===== src/rtl/bridge_pkg.sv =====
// Shared bridge definitions: device address map, timer register offsets,
// CTRL bit positions and the timer mode/state enums.
package bridge_pkg;

    localparam logic [31:0] BRIDGE_BASE = 32'h0000_3000;
    localparam logic [31:0] TIMER_BASE  = 32'h0000_7F00;
    localparam logic [31:0] TIMER_SPAN  = 32'h0000_0010;

    localparam logic [1:0] TIMER_CTRL   = 2'd0;
    localparam logic [1:0] TIMER_PRESET = 2'd1;
    localparam logic [1:0] TIMER_COUNT  = 2'd2;

    localparam int CTRL_EN      = 0;
    localparam int CTRL_MODE_LO = 1;
    localparam int CTRL_MODE_HI = 2;
    localparam int CTRL_IM      = 3;
    localparam int CTRL_W       = 4;

    typedef enum logic {
        ONESHOT = 1'b0,
        RELOAD  = 1'b1
    } timer_mode_t;

    typedef enum logic [1:0] {
        IDLE = 2'd0,
        LOAD = 2'd1,
        CNT  = 2'd2,
        INT  = 2'd3
    } timer_state_t;

    // MODE encodings 2 and 3 behave as one-shot.
    function automatic timer_mode_t decode_mode(input logic [1:0] m);
        return (m == 2'd1) ? RELOAD : ONESHOT;
    endfunction

    function automatic logic is_timer_addr(input logic [31:0] a);
        return (a >= TIMER_BASE) && (a < TIMER_BASE + TIMER_SPAN);
    endfunction

endpackage


===== src/rtl/timer_tick_gen.sv =====
// Prescaler for bridge_timer: emits one tick every PRESCALE cycles while
// run_i is high and restarts from zero whenever run_i drops.
module timer_tick_gen #(
    parameter int PRESCALE = 4
) (
    input  logic clk_i,
    input  logic rst_i,
    input  logic run_i,
    output logic tick_o
);
    localparam int            CW   = (PRESCALE > 1) ? $clog2(PRESCALE) : 1;
    localparam logic [CW-1:0] LAST = CW'(PRESCALE - 1);

    logic [CW-1:0] cnt_q, cnt_d;

    assign tick_o = run_i && (cnt_q == LAST);

    always_comb begin
        cnt_d = '0;
        if (run_i && !tick_o) cnt_d = cnt_q + CW'(1);
    end

    always_ff @(posedge clk_i or posedge rst_i) begin
        if (rst_i) cnt_q <= '0;
        else       cnt_q <= cnt_d;
    end
endmodule


===== src/rtl/bridge_timer.sv =====
// Memory-mapped down-counter timer (CTRL/PRESET/COUNT) with one-shot and
// auto-reload modes. Define TIMER_PRESCALE_EN to count on prescaled ticks.
module bridge_timer
    import bridge_pkg::*;
#(
    parameter int WIDTH    = 32,
    parameter int PRESCALE = 4
) (
    input  logic        clk,
    input  logic        rst,
    input  logic [1:0]  addr,
    input  logic        we,
    input  logic [31:0] wdata,
    output logic [31:0] rdata,
    output logic        irq
);
    if (WIDTH < 1 || WIDTH > 32) begin : g_chk_width
        $error("bridge_timer: WIDTH must be in 1..32");
    end
    if (PRESCALE < 1) begin : g_chk_prescale
        $error("bridge_timer: PRESCALE must be >= 1");
    end

    timer_state_t      state_q, state_d;
    logic [CTRL_W-1:0] ctrl_q, ctrl_d;
    logic [WIDTH-1:0]  preset_q, preset_d;
    logic [WIDTH-1:0]  count_q, count_d;
    logic              pending_q, pending_d;

    logic        en, im, tick, cnt_done, wr_ctrl, wr_preset;
    timer_mode_t mode;

    assign en        = ctrl_q[CTRL_EN];
    assign im        = ctrl_q[CTRL_IM];
    assign mode      = decode_mode(ctrl_q[CTRL_MODE_HI:CTRL_MODE_LO]);
    assign wr_ctrl   = we && (addr == TIMER_CTRL);
    assign wr_preset = we && (addr == TIMER_PRESET);

`ifdef TIMER_PRESCALE_EN
    timer_tick_gen #(.PRESCALE(PRESCALE)) u_tick (
        .clk_i  (clk),
        .rst_i  (rst),
        .run_i  (state_q == CNT),
        .tick_o (tick)
    );
`else
    assign tick = 1'b1;
`endif

    assign cnt_done = (state_q == CNT) && en && tick && (count_q == '0);

    always_ff @(posedge clk or posedge rst) begin
        if (rst) state_q <= IDLE;
        else     state_q <= state_d;
    end

    always_comb begin
        state_d = state_q;
        unique case (state_q)
            IDLE:    if (en) state_d = LOAD;
            LOAD:    state_d = CNT;
            CNT:     if (!en) state_d = IDLE;
                     else if (cnt_done) state_d = INT;
            INT:     state_d = (mode == RELOAD) ? LOAD : IDLE;
            default: state_d = IDLE;
        endcase
    end

    // Pending is raised on entry to INT so the one-shot irq is already
    // visible during the INT cycle; set beats a same-cycle bus clear.
    always_comb begin
        ctrl_d    = ctrl_q;
        preset_d  = preset_q;
        count_d   = count_q;
        pending_d = pending_q;
        if (state_q == INT && mode == ONESHOT) ctrl_d[CTRL_EN] = 1'b0;
        if (wr_ctrl)   ctrl_d   = wdata[CTRL_W-1:0];
        if (wr_preset) preset_d = wdata[WIDTH-1:0];
        if (state_q == LOAD)
            count_d = preset_q;
        else if (state_q == CNT && en && tick && count_q != '0)
            count_d = count_q - WIDTH'(1);
        if (wr_ctrl || wr_preset)        pending_d = 1'b0;
        if (cnt_done && mode == ONESHOT) pending_d = 1'b1;
    end

    always_ff @(posedge clk or posedge rst) begin
        if (rst) begin
            ctrl_q    <= '0;
            preset_q  <= '0;
            count_q   <= '0;
            pending_q <= 1'b0;
        end else begin
            ctrl_q    <= ctrl_d;
            preset_q  <= preset_d;
            count_q   <= count_d;
            pending_q <= pending_d;
        end
    end

    always_comb begin
        irq = 1'b0;
        if (im) irq = (mode == ONESHOT) ? pending_q : (state_q == INT);
        rdata = '0;
        case (addr)
            TIMER_CTRL:   rdata = 32'(ctrl_q);
            TIMER_PRESET: rdata = 32'(preset_q);
            TIMER_COUNT:  rdata = 32'(count_q);
            default:      rdata = '0;
        endcase
    end
endmodule

===== config.mk =====
export PLATFORM = sky130hd
export DESIGN_NAME = bridge_timer
export DESIGN_NICKNAME = d
export VERILOG_FILES = /design/src/rtl/bridge_pkg.sv /design/src/rtl/timer_tick_gen.sv /design/src/rtl/bridge_timer.sv
export SDC_FILE = /design/constraint.sdc
export NUM_CORES = 1
export LEC_CHECK = 0
export ABC_AREA = 1
export CORE_AREA = 2 2 89 91
export DETAILED_ROUTE_END_ITERATION = 6
export DIE_AREA = 0 0 91 93
export DONT_BUFFER_PORTS = 1
export PLACE_DENSITY_LB_ADDON = 0.3
export SYNTH_ARGS = -nofsm -noshare
export SYNTH_HDL_FRONTEND = slang
export SYNTH_SLANG_ARGS = --single-unit

===== constraint.sdc =====
create_clock -name clk -period 2.7 [get_ports clk]
set_input_delay 0.27 -clock clk [delete_from_list [all_inputs] [get_ports clk]]
set_output_delay 0.27 -clock clk [all_outputs]
set_load 0.01 [all_outputs]

==> flow_metrics.py, run 1 <==
metrics = {
    "outcome": {
        "run_status": "complete, no violations",
    },
    "power": {
        "p_leak_uw": 0.002341,
        "power_density_nw_per_um2": 1037,
        "power_uw": 4949,
        "peakVddDrop_uv": 598.2,
    },
    "floorplanning": {
        "die_h_um": 93,
        "core_area_um2": 7527,
        "die-area_um2": 8463,
        "rows": 32,
        "ios": 70,
        "initial_core_util_pct": 58.38,
        "die_width_um": 91,
    },
    "timing": {
        "tns_ns": 0,
        "fin_skew_ns": 0.01296,
        "finalHoldViolCount": 0,
        "relSlewSlack_pct": 30.44,
        "fin_crit_sh_pct": 82.25,
        "fin_crit_ns": 2.221,
        "worstMarginPinSlew_ns": 1.042,
        "max_clock_freq_mhz": 450.3,
        "setup_viol": 0,
        "finalMaxSlewViolations": 0,
        "rsz0062_at_grt": "no",
    },
    "run": {
        "cap_violations": 0,
    },
    "layout": {
        "insertedDiodeCount": 0,
        "final_cell_mix": "212 x nand2_1, 75 x nor2_1, 71 x dfrtp_1",
        "design_area_um2": 4771,
        "final_common_cell": "nand2_1",
        "final_cells": 744,
        "area_growth_pct": 8.571,
        "final_nets": 675,
        "fin_util_pct": 63.38,
        "layout-drive-gt1-share_pct": 12.15,
    },
    "clock_tree": {
        "root_buffer": "clkbuf_8",
        "ctsResizeCount": 0,
        "cts.path.max_buffers": 2,
        "clk_pin_slew_worst_paths_ns": 0.08,
        "htreeDepth": 3,
        "cts_made_buffers": 9,
        "cts_tree": "done",
        "clk_latency_ns": 0.35,
        "cts_setup_buffers": 0,
        "cts_sinks": 71,
        "cts_hold_buf": 0,
    },
    "grt": {
        "grt_max_degree": 50,
        "antenna_found_initial": 0,
        "grt_pass1_wl_um": 19480,
        "overflow": 0,
        "gr-usage-all-layers_pct": 29.27,
        "first_global_vias": 3963,
    },
    "logic_synthesis": {
        "syn_area_um2": 4394,
        "synth-seq-area-share_pct": 40.43,
        "yosys_warnings": 0,
        "synth_fp_nets": 667,
        "ys_types": 29,
        "synthCells": 629,
        "async_reset_ff_share_pct": 100.0,
        "synth_ff_type": "dfrtp_1",
        "postSynthAreaPerCell_um2": 6.986,
        "ys_seq_elements": 71,
        "synth_edf_count": 0,
    },
    "critical_path": {
        "critPathMaxFanout": 20,
        "worstRegToRegCells": 10,
        "worstPathCellList": "inv_1 -> ha_1 -> nand2_2 -> nor2_4 -> nand2_4 -> nor2_2 -> nor2_2 -> nor2_4 -> nand2_1 -> nand2_1",
        "regToRegSetupSlack_ns": 0.48,
        "critPathLaunchType": "register",
        "r2r-end": "count_q[14]$_DFFE_PP0P_",
        "cp.arrival_ns": 2.46,
        "worstPathRequired_ns": 2.94,
        "critPathCaptureType": "register",
        "worstSetupPathType": "register to register",
        "slowest_delay_ns": 0.71,
        "cpMaxStageDelayCell": "nor2_2",
        "r2r_start": "count_q[0]$_DFFE_PP0P_",
    },
    "route": {
        "drt-initial-drc-count": 330,
        "wl_um": 11880,
        "final_antenna_net_count": 0,
        "first_pass_iters": 6,
        "num_vias": 4200,
        "viasPerCell": 5.645,
        "wl_per_cell_um": 15.97,
        "drc": 0,
    },
    "hold_path": {
        "hold_path_class": "input port to async pin",
    },
    "placed_design": {
        "gp_congestion": 0.9436,
        "io_buffers": 0,
        "place_inst": 728,
        "placed_cell_area_um2": 4558,
        "hpwl_um": 8768,
    },
}
[sequential cells by signal (all words and copies together) (netlist names)]
name / count
preset_q: 32
count_q: 32
ctrl_q: 4
pending_q: 1
state_q: 2
[power breakdown]
| part | total (uW) | switching [uW] | internal, uW |
|---|---|---|---|
| registers | 1750 | 362 | 1390 |
| logic | 2260 | 1540 | 725 |
| clock network | 936 | 419 | 517 |
| total | 4950 | 2320 | 2630 |
[synthesized netlist by cell type (3+ instances only)]
cell type  count  area, um^2
mux2_2        17       191.4
nor2_4         3       33.78
a21oi_1       19       95.09
nand2_1      213       799.5
nor2_1        76       285.3
buf_6          3       33.78
dfrtp_1       71        1777
inv_1         61       229.0
nor2_2         7       43.79
o21ai_2        4       35.03
o22ai_1       10       62.56
nand4_1       10       62.56
clkbuf_1      16       60.06
nand2_4        3       33.78
o21ai_0       40       200.2
xor2_1         3       26.28
nand3_1       56       280.3
[layout make-up]
class                   count  area (um^2)
clock buffers              10        127.6
multi-input cells         473         2271
clock inverters             6        85.08
flip-flops and latches     71         1777
fillers                   708         2756
repair buffers             20        150.1
inverters                  62        232.7
well taps                 102        127.6
[through the flow]
stage                     worst slack, ns  hold WS [ns]
after floorplan                    0.6334        0.4206
after CTS                          0.5280       0.05156
after global routing               0.3386       0.04979
after detailed placement           0.5353        0.4241
final                              0.4794       0.04978
after global placement             0.5864        0.4210
[worst max path at each step]
stage	start	endpoint	slack, ns	cells after the start
final	count_q[0]$_DFFE_PP0P_	count_q[14]$_DFFE_PP0P_	0.48	10
after floorplan	rst	count_q[0]$_DFFE_PP0P_	0.63	1
after global placement	count_q[0]$_DFFE_PP0P_	count_q[16]$_DFFE_PP0P_	0.59	10
after global routing	count_q[0]$_DFFE_PP0P_	count_q[7]$_DFFE_PP0P_	0.34	10
after detailed placement	count_q[0]$_DFFE_PP0P_	count_q[3]$_DFFE_PP0P_	0.54	10
after CTS	count_q[0]$_DFFE_PP0P_	count_q[14]$_DFFE_PP0P_	0.53	10
[logic make-up after synthesis]
group | Yosys count | share of synthesized area, %
xor+xnor | 3 | 0.5981
buf+inv | 85 | 8.001
flops | 71 | 40.43
compound gates | 80 | 10.42
fa+ha+maj | 1 | 0.2847
mux | 17 | 4.356
simple gates | 372 | 35.91
[layer usage]
layer	share of wire, %	vias to the layer above	GRT usage [%]
met4	2.7	0	12.25
met1	45	1958	39.19
li1	-	2039	-
met3	6.7	25	5.479
met5	0	-	0
met2	46	178	47.04
[critical path, delay by kind of cell, from the launching register on]
family / cells / cell delay [ns]
adder cells (fa/ha/maj): 1 / 0.26
buffers and inverters: 1 / 0.09
flip-flops: 1 / 0.34
AND/OR/NAND/NOR: 8 / 1.43
Power figures use the tool's default switching activity.
==> run 2, diff against run 1 <==
--- a/config.mk
+++ b/config.mk
@@ -5,10 +5,10 @@
 export SDC_FILE = /design/constraint.sdc
 export NUM_CORES = 1
 export LEC_CHECK = 0
-export ABC_AREA = 1
-export CORE_AREA = 2 2 89 91
+export ABC_AREA = 0
+export CORE_AREA = 2 2 85 87
 export DETAILED_ROUTE_END_ITERATION = 6
-export DIE_AREA = 0 0 91 93
+export DIE_AREA = 0 0 87 89
 export DONT_BUFFER_PORTS = 1
 export PLACE_DENSITY_LB_ADDON = 0.3
 export SYNTH_ARGS = -nofsm -noshare
==> constraint.sdc (replaced) <==
create_clock -name clk -period 1.9 [get_ports clk]
set_input_delay 0.19 -clock clk [delete_from_list [all_inputs] [get_ports clk]]
set_output_delay 0.19 -clock clk [all_outputs]
set_load 0.01 [all_outputs]
==> run 2 against run 1 <==
  * The flow now finishes with violations (negative setup slack)
  * Clock skew grew 0.00061 ns
  * Synthesized cell count shrank 44%
  * Count of clock-buffer cells in the layout grew 3
  * Fmax shrank 17%
  * Register-to-register slack lost 1.2 ns
  * Power grew 37%
  * Sequential share of layout area shrank 3.1 points
  * Combinational power grew 44%
  * Die area shrank 8.5%
  * Critical endpoint is now count_q[11]$_DFFE_PP0P_
  * Largest cell class unchanged
  * Largest power group unchanged
  * Highest routed layer unchanged
==> flow_metrics.py, run 2 <==
metrics = {
    "placed_design": {
        "hpwl_um": 6790,
        "place_inst": 489,
        "io_buffers": 0,
        "gp_congestion": 0.8656,
    },
    "layout": {
        "final_cells": 545,
        "seqCellArea_um2": 1777,
        "multi_input_area_um2": 2108,
        "final_common_cell": "buf_4",
        "insertedDiodeCount": 0,
        "area_growth_pct": 38.29,
        "layout-drive-gt1-share_pct": 38.49,
        "final_nets": 500,
        "fillers": 387,
        "final_cell_mix": "72 x buf_4, 71 x dfrtp_1, 41 x nand2_1",
        "top_regs": "count_q: 32 flops, preset_q: 32 flops, ctrl_q: 4 flops",
        "fin_util_pct": 77.41,
    },
    "floorplanning": {
        "ios": 70,
        "initial_core_util_pct": 55.98,
        "rows": 30,
        "core_area_um2": 6719,
        "die_h_um": 89,
        "die-area_um2": 7743,
        "die_width_um": 87,
    },
    "logic_synthesis": {
        "synthTopCellsByArea": "dfrtp_1 47%, mux2_2 10%, a22o_1 6.3%, o211ai_1 4.8%, nand2_1 4.2%",
        "synth_common_cells": "71 x dfrtp_1, 42 x nand2_1, 35 x mux2_2",
        "yosys_warnings": 0,
        "ys_types": 55,
        "synth_top_family_by_area": "compound AO/OA/AOI/OAI gates",
        "synth-compound-area-share_pct": 20.39,
        "syn_area_um2": 3761,
        "synthAdderAreaFrac_pct": 0.3327,
        "synth-seq-area-share_pct": 47.24,
        "synth_edf_count": 0,
        "synth_simple_gate_area_share_pct": 16.80,
        "postSynthAreaPerCell_um2": 10.62,
        "synth_top_area_share_pct": 47.24,
        "ys_seq_elements": 71,
        "async_reset_ff_share_pct": 100.0,
        "synthCells": 354,
        "yosys.cell_count.top_type": "dfrtp_1",
        "synth_largest_area_cell": "dfrtp_1",
        "synth_ff_type": "dfrtp_1",
        "synth_xor_area_share_pct": 0,
        "synth_fp_nets": 392,
        "muxShareOfSynthArea_pct": 11.81,
    },
    "power": {
        "switchingPower_uw": 2575,
        "combPwrFrac_pct": 48.2,
        "intPower_uw": 4193,
        "seqPwrFrac_pct": 34.4,
        "power_frac_clock_pct": 17.4,
        "p_leak_uw": 0.002228,
        "power_density_nw_per_um2": 1301,
        "peakVddDrop_uv": 709.7,
        "switching_share_pct": 38.04,
    },
    "critical_path": {
        "worstSetupPathType": "register to register",
        "cp.arrival_ns": 2.89,
        "critPathCaptureType": "register",
        "critPathMaxFanout": 7,
        "critPathLaunchType": "register",
        "worstPathRequired_ns": 2.13,
    },
    "grt": {
        "gr-usage-all-layers_pct": 29.05,
        "antenna_found_initial": 0,
        "grt_max_degree": 33,
        "first_global_vias": 3582,
        "overflow": 0,
        "grt_pass1_wl_um": 17340,
    },
    "clock_tree": {
        "clk_latency_ns": 0.36,
        "cts_sinks": 71,
        "clk_pin_slew_worst_paths_ns": 0.07,
        "cts_tree": "done",
        "cts_made_buffers": 9,
        "htreeDepth": 3,
        "root_buffer": "clkbuf_8",
        "cts.path.max_buffers": 2,
    },
    "outcome": {
        "run_status": "complete, but fails checks",
        "violations": "negative setup slack",
    },
    "timing": {
        "max_clock_freq_mhz": 375.8,
        "relSlewSlack_pct": 53.71,
        "finalMaxSlewViolations": 0,
        "rsz0062_at_grt": "yes",
        "fin_crit_sh_pct": 140.1,
        "timing.final.ws_setup_ns": -0.7611,
        "setup_viol": 34,
        "worstMarginPinSlew_ns": 0.6929,
        "fin_crit_ns": 2.661,
        "finalHoldViolCount": 0,
        "hold_slack_ns": 0.07850,
        "fin_skew_ns": 0.01357,
    },
    "hold_path": {
        "hold_path_class": "input port to register",
    },
    "route": {
        "first_pass_iters": 6,
        "drc": 0,
        "viasPerCell": 6.512,
        "drt-initial-drc-count": 222,
        "wl_um": 11300,
        "num_vias": 3549,
        "final_antenna_net_count": 0,
        "wl_per_cell_um": 20.74,
    },
    "run": {
        "cap_violations": 0,
    },
}
## run 2: cell count changes in the layout (fill, tap and decap cells not counted), moves of 11 or more
cell and delta:
nor2_1 -66, mux2_2 +18, o211ai_1 +22, nand2_1 -171
dlygate4sd3_1 +33, o21ai_0 -32, a21oi_1 -16, a22o_1 +27
buf_4 +52, inv_1 -56, buf_6 +11, nand3_1 -50
## run 2: critical path: stages (launching register included)
cell	delay (ns)
dfrtp_1	0.38
or4_4	0.54
or4_4	0.47
or4_4	0.66
nand2_8	0.14
o21ai_2	0.05
a221o_1	0.29
## run 2: worst paths after layout
| path | slack (ns) | cells after the start | from | to |
|---|---|---|---|---|
| max reg2reg | -0.76 | 6 | count_q[7]$_DFFE_PP0P_ | count_q[11]$_DFFE_PP0P_ |
| min reg2reg | 0.52 | 1 | pending_q$_DFFE_PP0P_ | pending_q$_DFFE_PP0P_ |
| min in group asynchronous | 0.42 | 2 | rst | count_q[26]$_DFFE_PP0P_ |
| max | -0.76 | 6 | count_q[7]$_DFFE_PP0P_ | count_q[11]$_DFFE_PP0P_ |
| min | 0.08 | 2 | we | pending_q$_DFFE_PP0P_ |
| max in group asynchronous | 0.83 | 3 | rst | count_q[30]$_DFFE_PP0P_ |
## run 2: timing repair
| item | 4_1_cts | 5_1_grt |
|---|---|---|
| buffers inserted | 4 | 4 |
| resized for setup | 27 | 30 |
| endpoints found under the setup margin | 34 | 34 |
| endpoints found under the hold margin | 60 | 0 |
| pin swaps | 18 | 25 |
| hold buffers | 33 | 0 |
| cloned | 1 | 0 |
## run 2: cell type report
class                      instances  area share [%]
clock buffer                      13           2.863
inverter                           5          0.4330
multi-input combinational        258           40.53
clock inverter                     1          0.5773
sequential                        71           34.16
timing repair buffer             117           19.51
tap                               80           1.924
## run 2: stage by stage
step	instance area [um^2]	power (uW)	setup slack (ns)	setup TNS (ns)
finish	5201	6767	-0.7611	-20.96
global placement	4369	4979	-0.7162	-19.25
floorplan	3789	3895	-0.8691	-19.53
global route	5201	7140	-0.8099	-23.10
detailed placement	4369	5085	-0.7437	-19.89
CTS	5020	6459	-0.7316	-19.95
## run 2: layer usage
layer  wire [um]  global-route usage, %  vias up  share of wire [%]
li1            -                      -     1571                  -
met1        4632                  37.25     1769                 41
met2        5606                  48.37      175                 50
met3         699                  5.633       34                6.2
met4         363                  12.36        0                3.2
met5           0                      0        -                  0
## run 2: power groups by stage
stage                     Sequential [uW]  Clock (uW)  Combinational, uW
after floorplan                      2370           0               1520
after global placement               2310           0               2670
after detailed placement             2330           0               2750
after CTS                            2310        1180               2970
after global routing                 2380        1250               3520
final                                2330        1170               3260
## run 2: logic make-up (layout without fill, tap and decap cells)
logic type                 count (synthesis)  in the layout
and+or+nand+nor                          117            118
AOI/OAI and AO/OA                         99             99
DFF                                       71             71
muxes                                     40             40
buffers and inverters                     26            136
adders and majority gates                  1              1
==> run 3, diff against run 2 <==
--- a/config.mk
+++ b/config.mk
@@ -6,9 +6,11 @@
 export NUM_CORES = 1
 export LEC_CHECK = 0
 export ABC_AREA = 0
-export CORE_AREA = 2 2 85 87
+export CELL_PAD_IN_SITES_DETAIL_PLACEMENT = 1
+export CELL_PAD_IN_SITES_GLOBAL_PLACEMENT = 2
+export CORE_AREA = 2 2 106 108
 export DETAILED_ROUTE_END_ITERATION = 6
-export DIE_AREA = 0 0 87 89
+export DIE_AREA = 0 0 108 110
 export DONT_BUFFER_PORTS = 1
 export PLACE_DENSITY_LB_ADDON = 0.3
 export SYNTH_ARGS = -nofsm -noshare
==> run 3 against run 2 <==
  * Core utilization fell by 26 points
  * Worst hold slack better by 0.0052 ns
  * Combinational power rose by 5%
  * Wire length grew 9.7%
  * The run still ends with negative setup slack left
  * Clock power rose by 21%
  * Critical path type unchanged
==> flow_metrics.py, run 3 (synthesis results as in run 2) <==
metrics = {
    "layout": {
        "layout-drive-gt1-share_pct": 41.25,
        "insertedDiodeCount": 0,
        "fillers": 1178,
        "final_common_cell": "buf_4",
        "final_cell_mix": "78 x buf_4, 71 x dfrtp_1, 41 x nand2_1",
        "fin_util_pct": 51.24,
        "top_regs": "count_q: 32 flops, preset_q: 32 flops, ctrl_q: 4 flops",
        "final_nets": 513,
        "design_area_um2": 5482,
        "multi_input_area_um2": 2096,
        "area_growth_pct": 45.74,
        "seqCellArea_um2": 1777,
    },
    "grt": {
        "first_global_vias": 3744,
        "overflow": 0,
        "antenna_found_initial": 0,
        "grt_pass1_wl_um": 19710,
        "grt_max_degree": 36,
        "gr-usage-all-layers_pct": 21.93,
    },
    "timing": {
        "finalHoldViolCount": 0,
        "worstMarginPinSlew_ns": 0.5174,
        "fin_skew_ns": 0.01260,
        "rsz0062_at_grt": "yes",
        "setup_viol": 34,
        "finalMaxSlewViolations": 0,
        "max_clock_freq_mhz": 374.8,
        "tns_ns": -20.53,
        "timing.final.ws_setup_ns": -0.7684,
        "relSlewSlack_pct": 65.44,
        "fin_crit_ns": 2.668,
        "fin_crit_sh_pct": 140.4,
    },
    "critical_path": {
        "critPathCaptureType": "register",
        "cp.arrival_ns": 2.98,
        "critPathLaunchType": "register",
        "worstRegToRegCells": 6,
        "critPathMaxFanout": 6,
        "worstSetupPathType": "register to register",
        "crit_buf_inv": 1,
        "regToRegSetupSlack_ns": -0.77,
        "cpMaxStageDelayCell": "or4_4",
        "worstPathCellList": "or4_4 -> or4_4 -> or4_4 -> a21oi_4 -> buf_4 -> a221o_1",
        "slowest_delay_ns": 0.65,
        "r2r-end": "count_q[16]$_DFFE_PP0P_",
        "worstPathRequired_ns": 2.21,
        "cp_common_cell": "or4_4",
        "cpLargestDelayFamily": "simple AND/OR/NAND/NOR gates",
        "r2r_start": "count_q[7]$_DFFE_PP0P_",
    },
    "hold_path": {
        "min-delay-start": "we",
        "hold_end": "pending_q$_DFFE_PP0P_",
        "hold_path_class": "input port to register",
        "hold_path_depth": 2,
    },
    "clock_tree": {
        "clk_latency_ns": 0.37,
        "cts_tree": "done",
        "cts_made_buffers": 9,
        "cts.path.max_buffers": 2,
        "htreeDepth": 3,
        "cts_sinks": 71,
        "clk_pin_slew_worst_paths_ns": 0.08,
        "root_buffer": "clkbuf_8",
    },
    "power": {
        "power_density_nw_per_um2": 1304,
        "peakVddDrop_uv": 547.7,
        "intPower_uw": 4488,
        "p_leak_uw": 0.002346,
        "power_uw": 7149,
        "switching_share_pct": 37.23,
        "switchingPower_uw": 2661,
        "power_frac_clock_pct": 19.8,
        "combPwrFrac_pct": 47.7,
        "seqPwrFrac_pct": 32.5,
    },
    "run": {
        "cap_violations": 0,
    },
    "placed_design": {
        "io_buffers": 0,
        "gp_congestion": 0.8346,
        "placed_cell_area_um2": 4564,
        "hpwl_um": 8555,
    },
    "route": {
        "num_vias": 3400,
        "first_pass_iters": 4,
        "viasPerCell": 5.484,
        "wl_um": 12390,
        "drt-initial-drc-count": 107,
        "final_antenna_net_count": 0,
        "wl_per_cell_um": 19.99,
        "drc": 0,
    },
    "floorplanning": {
        "ios": 70,
        "initial_core_util_pct": 35.16,
        "rows": 38,
        "die_width_um": 108,
        "die_h_um": 110,
        "die-area_um2": 11880,
        "core_area_um2": 10700,
    },
    "outcome": {
        "run_status": "complete, but fails checks",
        "violations": "negative setup slack",
    },
}
run 3: cell count changes in the layout (fill, tap and decap cells not counted), moves of 2 or more:
| cell | change |
|---|---|
| buf_6 | +4 |
| clkinvlp_4 | +2 |
| clkbuf_1 | -3 |
| buf_12 | +3 |
| buf_4 | +6 |
run 3: per-layer routing:
metal / global-route usage [%] / part of all wire (%) / vias up
li1: - / - / 1592
met2: 37.20 / 51 / 62
met4: 9.615 / 1.4 / 0
met5: 0 / 0 / -
met3: 4.174 / 3.1 / 10
met1: 27.33 / 45 / 1736
run 3: power groups by stage:
stage	combinational [uW]	clock, uW	sequential (uW)
floorplan	1520	0	2370
global placement	2890	0	2320
detailed placement	3000	0	2350
CTS	3260	1450	2320
global route	3710	1520	2380
finish	3410	1420	2320
run 3: worst max path at each step:
stage                       startpoint                 endpoint  slack (ns)  cells after the start
6_report        count_q[7]$_DFFE_PP0P_  count_q[16]$_DFFE_PP0P_       -0.77                      6
5_1_grt         count_q[7]$_DFFE_PP0P_  count_q[16]$_DFFE_PP0P_       -0.83                      6
4_1_cts        count_q[14]$_DFFE_PP0P_  count_q[11]$_DFFE_PP0P_       -0.76                      6
3_5_place_dp    count_q[7]$_DFFE_PP0P_  count_q[29]$_DFFE_PP0P_       -0.85                      7
3_3_place_gp    count_q[7]$_DFFE_PP0P_   count_q[7]$_DFFE_PP0P_       -0.73                      6
2_1_floorplan  count_q[17]$_DFFE_PP0P_  count_q[11]$_DFFE_PP0P_       -0.87                      9
run 3: per-stage QoR:
| stage | worst slack (ns) | hold WS [ns] | cells |
|---|---|---|---|
| floorplan | -0.8691 | 0.3068 | 354 |
| global placement | -0.7299 | 0.1167 | 560 |
| detailed placement | -0.8459 | 0.1202 | 560 |
| CTS | -0.7610 | 0.07963 | 616 |
| global route | -0.8295 | 0.1102 | 620 |
| finish | -0.7684 | 0.08374 | 620 |
run 3: area by class of cell:
class,count,share of cell area (%)
well taps,140,3.196
inverters,5,0.4109
repair buffers,131,21.52
clock buffers,11,2.762
multi-input cells,257,38.23
clock inverters,5,1.461
flip-flops and latches,71,32.41
run 3: timing repair:
| action | 4_1_cts | 5_1_grt |
|---|---|---|
| endpoints found under the hold margin | 53 | 0 |
| resized for setup | 34 | 29 |
| buffers inserted | 7 | 5 |
| endpoints found under the setup margin | 34 | 34 |
| pin swaps | 18 | 19 |
| hold buffers | 33 | 0 |
run 3: worst reg2reg max path, cell delays in order, from the launching register on:
cell     delay (ns)
dfrtp_1        0.39
or4_4          0.54
or4_4          0.47
or4_4          0.65
a21oi_4        0.27
buf_4          0.16
a221o_1        0.13
